$ cat src/rtl/ap_ctrl_initiator.sv
// ap_ctrl_chain initiator: issues ap_start/ap_continue for a commanded number of
// transactions, keeps a timestamp FIFO of accepted starts, and reports per-transaction latency.
module ap_ctrl_initiator #(
   parameter int CNT_W           = 32,
   parameter int TS_W            = 32,
   parameter int MAX_OUTSTANDING = 4
) (
   input  logic             ap_clk,
   input  logic             ap_rst_n,
   input  logic             cmd_valid,
   output logic             cmd_ready,
   input  logic [CNT_W-1:0] cmd_count,
   input  logic [7:0]       cmd_cont_delay,
   input  logic             abort,
   output logic             dut_ap_start,
   output logic             dut_ap_continue,
   input  logic             dut_ap_ready,
   input  logic             dut_ap_done,
   input  logic             dut_ap_idle,
   output logic             rec_valid,
   output logic [CNT_W-1:0] rec_index,
   output logic [TS_W-1:0]  rec_latency,
   output logic             busy,
   output logic             done_pulse,
   output logic [CNT_W-1:0] issued_cnt,
   output logic [CNT_W-1:0] completed_cnt,
   output logic [TS_W-1:0]  max_latency,
   output logic             err_protocol
);

   localparam int PW = (MAX_OUTSTANDING > 1) ? $clog2(MAX_OUTSTANDING) : 1;
   localparam int OW = $clog2(MAX_OUTSTANDING + 1);

   typedef enum logic [1:0] {S_IDLE, S_ISSUE, S_DRAIN, S_FINISH} state_e;

   state_e           state_q, state_d;
   logic [TS_W-1:0]  cyc_q;
   logic             start_q, start_d, cont_q, cont_d;
   logic [7:0]       wait_q, wait_d, wait_inc;
   logic [7:0]       delay_q, delay_d;
   logic [CNT_W-1:0] target_q, target_d;
   logic [CNT_W-1:0] issued_q, issued_d, completed_q, completed_d;
   logic [TS_W-1:0]  max_q, max_d;
   logic             rec_valid_q, rec_valid_d;
   logic [CNT_W-1:0] rec_index_q, rec_index_d;
   logic [TS_W-1:0]  rec_lat_q, rec_lat_d;
   logic             err_q, err_d;
   logic             abort_q, abort_d;
   logic [PW-1:0]    wr_ptr_q, wr_ptr_d, rd_ptr_q, rd_ptr_d;
   logic [OW-1:0]    occ_q, occ_d;
   logic [TS_W-1:0]  ts_mem [MAX_OUTSTANDING];

   logic             cmd_acc, acc, cmpl, pop, spur, active_d, raise_d;
   logic [TS_W-1:0]  lat;
   logic             unused_idle;

   // Status only: the DUT's idle flag never steers control.
   assign unused_idle = dut_ap_idle;

   function automatic logic [PW-1:0] ptr_inc(input logic [PW-1:0] p);
      return (p == PW'(MAX_OUTSTANDING - 1)) ? '0 : p + 1'b1;
   endfunction

   assign cmd_acc = (state_q == S_IDLE) && cmd_valid;
   assign acc     = start_q && dut_ap_ready;
   assign cmpl    = dut_ap_done && cont_q;
   assign pop     = cmpl && (occ_q != '0);
   assign spur    = cmpl && (occ_q == '0);
   assign lat     = cyc_q - ts_mem[rd_ptr_q];

   always_comb begin
      state_d     = state_q;
      target_d    = cmd_acc ? cmd_count : target_q;
      delay_d     = cmd_acc ? cmd_cont_delay : delay_q;
      abort_d     = abort_q;
      issued_d    = cmd_acc ? '0 : issued_q + CNT_W'(acc);
      completed_d = cmd_acc ? '0 : completed_q + CNT_W'(pop);
      max_d       = max_q;
      rec_valid_d = pop;
      rec_index_d = pop ? completed_q : rec_index_q;
      rec_lat_d   = pop ? lat : rec_lat_q;
      err_d       = err_q | spur;
      occ_d       = occ_q + OW'(acc) - OW'(pop);
      wr_ptr_d    = acc ? ptr_inc(wr_ptr_q) : wr_ptr_q;
      rd_ptr_d    = pop ? ptr_inc(rd_ptr_q) : rd_ptr_q;
      wait_inc    = (wait_q == 8'hFF) ? wait_q : wait_q + 8'd1;
      wait_d      = '0;
      cont_d      = 1'b0;

      if (cmd_acc) begin
         max_d   = '0;
         abort_d = 1'b0;
      end else begin
         if (pop && (lat > max_q)) max_d = lat;
         if ((state_q == S_ISSUE) && abort) abort_d = 1'b1;
      end

      case (state_q)
         S_IDLE:   if (cmd_acc) state_d = (cmd_count == '0) ? S_FINISH : S_ISSUE;
         // A pending start must be accepted before an abort can end issuing.
         S_ISSUE:  if ((issued_d == target_q) || ((abort || abort_q) && (!start_q || acc)))
                      state_d = S_DRAIN;
         S_DRAIN:  if (occ_q == '0) state_d = S_FINISH;
         S_FINISH: state_d = S_IDLE;
         default:  state_d = S_IDLE;
      endcase

      active_d = (state_d == S_ISSUE) || (state_d == S_DRAIN);
      // Evaluated on next-state values so an accepted start can stay high back-to-back.
      raise_d  = (state_d == S_ISSUE) && (occ_d < OW'(MAX_OUTSTANDING)) &&
                 (issued_d < target_d) && !(abort || abort_d);
      start_d  = (start_q && !acc) || raise_d;

      if (!active_d) begin
         cont_d = 1'b0;
      end else if (delay_d == 8'd0) begin
         cont_d = 1'b1;
      end else if (cmpl) begin
         cont_d = 1'b0;
      end else if (!dut_ap_done) begin
         cont_d = cont_q;
      end else if (cont_q) begin
         cont_d = 1'b1;
         wait_d = wait_q;
      end else begin
         wait_d = wait_inc;
         cont_d = (wait_inc >= delay_d);
      end
   end

   always_ff @(posedge ap_clk or negedge ap_rst_n) begin
      if (!ap_rst_n) begin
         state_q     <= S_IDLE;
         cyc_q       <= '0;
         start_q     <= 1'b0;
         cont_q      <= 1'b0;
         wait_q      <= '0;
         delay_q     <= '0;
         target_q    <= '0;
         issued_q    <= '0;
         completed_q <= '0;
         max_q       <= '0;
         rec_valid_q <= 1'b0;
         rec_index_q <= '0;
         rec_lat_q   <= '0;
         err_q       <= 1'b0;
         abort_q     <= 1'b0;
         wr_ptr_q    <= '0;
         rd_ptr_q    <= '0;
         occ_q       <= '0;
      end else begin
         state_q     <= state_d;
         cyc_q       <= cyc_q + TS_W'(1);
         start_q     <= start_d;
         cont_q      <= cont_d;
         wait_q      <= wait_d;
         delay_q     <= delay_d;
         target_q    <= target_d;
         issued_q    <= issued_d;
         completed_q <= completed_d;
         max_q       <= max_d;
         rec_valid_q <= rec_valid_d;
         rec_index_q <= rec_index_d;
         rec_lat_q   <= rec_lat_d;
         err_q       <= err_d;
         abort_q     <= abort_d;
         wr_ptr_q    <= wr_ptr_d;
         rd_ptr_q    <= rd_ptr_d;
         occ_q       <= occ_d;
      end
   end

   always_ff @(posedge ap_clk) begin
      if (acc) ts_mem[wr_ptr_q] <= cyc_q;
   end

   assign cmd_ready       = (state_q == S_IDLE);
   assign busy            = (state_q != S_IDLE);
   assign done_pulse      = (state_q == S_FINISH);
   assign dut_ap_start    = start_q;
   assign dut_ap_continue = cont_q;
   assign rec_valid       = rec_valid_q;
   assign rec_index       = rec_index_q;
   assign rec_latency     = rec_lat_q;
   assign issued_cnt      = issued_q;
   assign completed_cnt   = completed_q;
   assign max_latency     = max_q;
   assign err_protocol    = err_q;

endmodule

$ cat config.mk
export PLATFORM = sky130hd
export DESIGN_NAME = ap_ctrl_initiator
export DESIGN_NICKNAME = d
export VERILOG_FILES = /design/src/rtl/ap_ctrl_initiator.sv
export SDC_FILE = /design/constraint.sdc
export NUM_CORES = 1
export LEC_CHECK = 0
export CAP_MARGIN = 20
export CORE_ASPECT_RATIO = 1.1
export CORE_MARGIN = 2
export CORE_UTILIZATION = 57
export DETAILED_ROUTE_END_ITERATION = 6
export DONT_BUFFER_PORTS = 1
export GPL_ROUTABILITY_DRIVEN = 0
export HOLD_SLACK_MARGIN = 0.03
export PLACE_DENSITY = 0.82
export SLEW_MARGIN = 40
export SYNTH_ARGS = -nofsm -noshare
export SYNTH_HDL_FRONTEND = slang
export SYNTH_SLANG_ARGS = --single-unit
$ cat constraint.sdc
create_clock -name ap_clk -period 17.4 [get_ports ap_clk]
set_clock_uncertainty 0.05 [all_clocks]
set_input_delay 1.74 -clock ap_clk [delete_from_list [all_inputs] [get_ports ap_clk]]
set_output_delay 1.74 -clock ap_clk [all_outputs]
set_load 0.01 [all_outputs]
==> flow_summary.json <==
{
  "outcome": "finished clean",
  "wl_per_cell_um": 20.6,
  "r2r-start": "rd_ptr_q[0]",
  "port_buffers": 0,
  "setup_viol": 0,
  "ys.flop_type": "dfrtp_1",
  "synthTopCellsByCount": "dfrtp_1, nand2_1, inv_1",
  "cts_sinks": 382,
  "worstSetupPathType": "flop to flop",
  "synth-seq-area-share": 0.524,
  "busiest_layer": "met2",
  "cts_buffer_depth": 3,
  "ctsResizeCount": 0,
  "start_kind": "flop",
  "fin_setup_tns_ns": 0,
  "finalMaxSlewViolations": 0,
  "synth_area_leaders": "dfrtp_1, edfxtp_1, ha_1",
  "dp_hpwl_um": 31200,
  "final_cells": 2237,
  "antenna_cells": 0,
  "drcViolationCount": 0,
  "critPathCaptureType": "flop",
  "syn_avg_cell_area_sq_um": 11.0,
  "r2r_slack_ns": 9.85,
  "cts_hold_buffers": 0,
  "power.density_mw_per_mm2": 119,
  "vias": 13700,
  "synth.ff_latch_count": 382,
  "synth-edff-count": 128,
  "cts_tree": "done",
  "drv_cap": 0,
  "syn2layout_area_growth_pct": 9.26,
  "p_leak_uw": 0.00975,
  "synth_nets": 1940,
  "tightest_slew_ns": 0.867,
  "grt_setup_unrepaired": "false",
  "htree_levels": 2,
  "pin_count": 214,
  "synth_most_common_cell": "dfrtp_1",
  "grt_pass1_wl_um": 74200,
  "drt-initial-drc-count": 1240,
  "drtAntennaViolNets": 0,
  "finalNetCount": 1939,
  "slew_headroom": 0.421,
  "use_met3": 0.0653,
  "vias_per_cell": 6.12,
  "synth_top_area_share": 0.327,
  "syn-cell-area_sq_mm": 0.0195,
  "finalHoldViolCount": 0,
  "yosysWarnings": 0,
  "finalCoreUtilization": 0.636,
  "crit_arrival_ns": 7.93,
  "holdWs_ns": 0.468,
  "place_inst": 2164,
  "antenna_found_initial": 0,
  "total_power_uw": 2530,
  "vdd_drop_max_v": 0.000108,
  "drtPass1Iterations": 7,
  "cts_buffers": 40,
  "rows": 70,
  "syn_inst": 1775,
  "critPathLaunch": "rd_ptr_q[0]",
  "hold_path_class": "flop to flop",
  "ys_types": 70,
  "clock-root-buffer": "clkbuf_16",
  "grt_pass1_vias": 14100,
  "drive_above_1_share": 0.0825,
  "start_util": 0.582,
  "clkTransAtPathRegs_ns": 0.06,
  "use_met2": 0.442,
  "die_height_um": 198,
  "cts_setup_buffers": 0,
  "finalCritPeriodShare": 0.434,
  "hp-start": "delay_q[7]",
  "fillers": 2477,
  "grt_max_degree": 255,
  "grt_util_met1": 0.318,
  "fmax_mhz": 132,
  "min_period_ns": 7.55,
  "fp.dieW_um": 180,
  "core_area_sq_mm": 0.0335,
  "synth_top_cell_by_area": "dfrtp_1",
  "clk_latency_ns": 0.55,
  "die_area_sq_mm": 0.0356,
  "postRouteWirelength_um": 46100,
  "gr-usage-all-layers": 0.260,
  "synthArstFlopShare": 0.665,
  "required_ns": 17.78,
  "overflow": 0,
  "cp_max_fo": 39
}
[registers in the layout, indices dropped and copies added (netlist names), 8 cells and up]
name / count
completed_cnt: 32
cyc_q: 32
delay_q: 8
issued_cnt: 32
max_latency: 32
rec_index: 32
rec_latency: 32
target_q: 32
ts_mem: 128
wait_q: 8
[logic make-up (layout without fill, tap and decap cells)]
kind of cell / after synthesis / count (layout) / synth area share
compound gates: 268 / 268 / 0.0871
xor+xnor: 123 / 123 / 0.0553
fa+ha+maj: 118 / 118 / 0.0766
buf+inv: 197 / 227 / 0.0384
flops: 382 / 382 / 0.524
mux: 104 / 104 / 0.0756
simple gates: 583 / 583 / 0.143
[placed cells by master, fill, tap and decap left out, types with 11 or more instances in the layout]
cell type  instances
nand2b_1          12
nor3_1            17
or3_1             14
dfrtp_1          253
and2_1            11
nor2_1           102
o21ai_0           55
xor2_1            51
xnor2_1           72
nor4_1            19
nand3_1           55
ha_1             116
mux2i_1           48
clkbuf_16         41
or4_1             11
buf_4             12
inv_1            139
mux4_2            32
nand2_1          245
and3_1            24
nor2b_1           14
mux2_2            24
nand4_1           36
edfxtp_1         128
a21o_1            43
a21oi_1           91
[report_power, final]
group | internal (uW) | switching (uW) | leakage (uW)
sequential | 1030 | 97.1 | 0.00475
clock | 523 | 357 | 0.000658
combinational | 219 | 304 | 0.00435
total | 1770 | 758 | 0.00975
[area by class of cell]
cell class                      count  area, sq um  area share
Clock buffer                       52         1100      0.0516
Clock inverter                     21          256      0.0121
Inverter                          141          529      0.0249
Multi-Input combinational cell   1196         8540       0.402
Sequential cell                   382        10200       0.480
Tap cell                          432          541      0.0254
Timing Repair Buffer               13          101     0.00477
[stage by stage]
step           setup WS [ns]  area [sq um]
2_1_floorplan          11.08         19500
3_3_place_gp            9.93         19900
3_5_place_dp            9.97         19900
4_1_cts                 9.88         21300
5_1_grt                 9.37         21300
6_report                9.85         21300
[path summary, 6_finish.rpt]
check                                  end  cells past startpoint
setup / recovery           max_latency[24]                     24
hold / removal                  delay_q[7]                      2
setup reg to reg           max_latency[24]                     24
hold reg to reg                 delay_q[7]                      2
max in group asynchronous  rec_latency[31]                      0
min in group asynchronous     target_q[14]                      0
[metal layers]
metal	part of all wire	vias up
met1	0.38	6748
li1	-	6265
met4	0.040	0
met3	0.081	136
met5	0	-
met2	0.50	551
[critical path, stage by stage, from the launching register on]
cell,delay [ns]
dfrtp_2,0.34
buf_4,0.57
mux4_2,0.36
ha_1,0.18
inv_1,0.06
fa_1,0.41
a21o_1,0.18
a21oi_1,0.30
o21a_1,0.24
a2bb2oi_1,0.58
a211oi_1,0.21
nor2_1,0.28
mux2i_1,0.12
a2111oi_1,0.68
inv_1,0.11
ha_1,0.34
nand4_1,0.17
nor4_1,0.64
and4_1,0.34
a31oi_1,0.14
o31ai_4,0.10
buf_4,0.46
nand2b_1,0.22
inv_1,0.08
a22o_1,0.24
No activity file was read; power rests on OpenSTA's default activity.
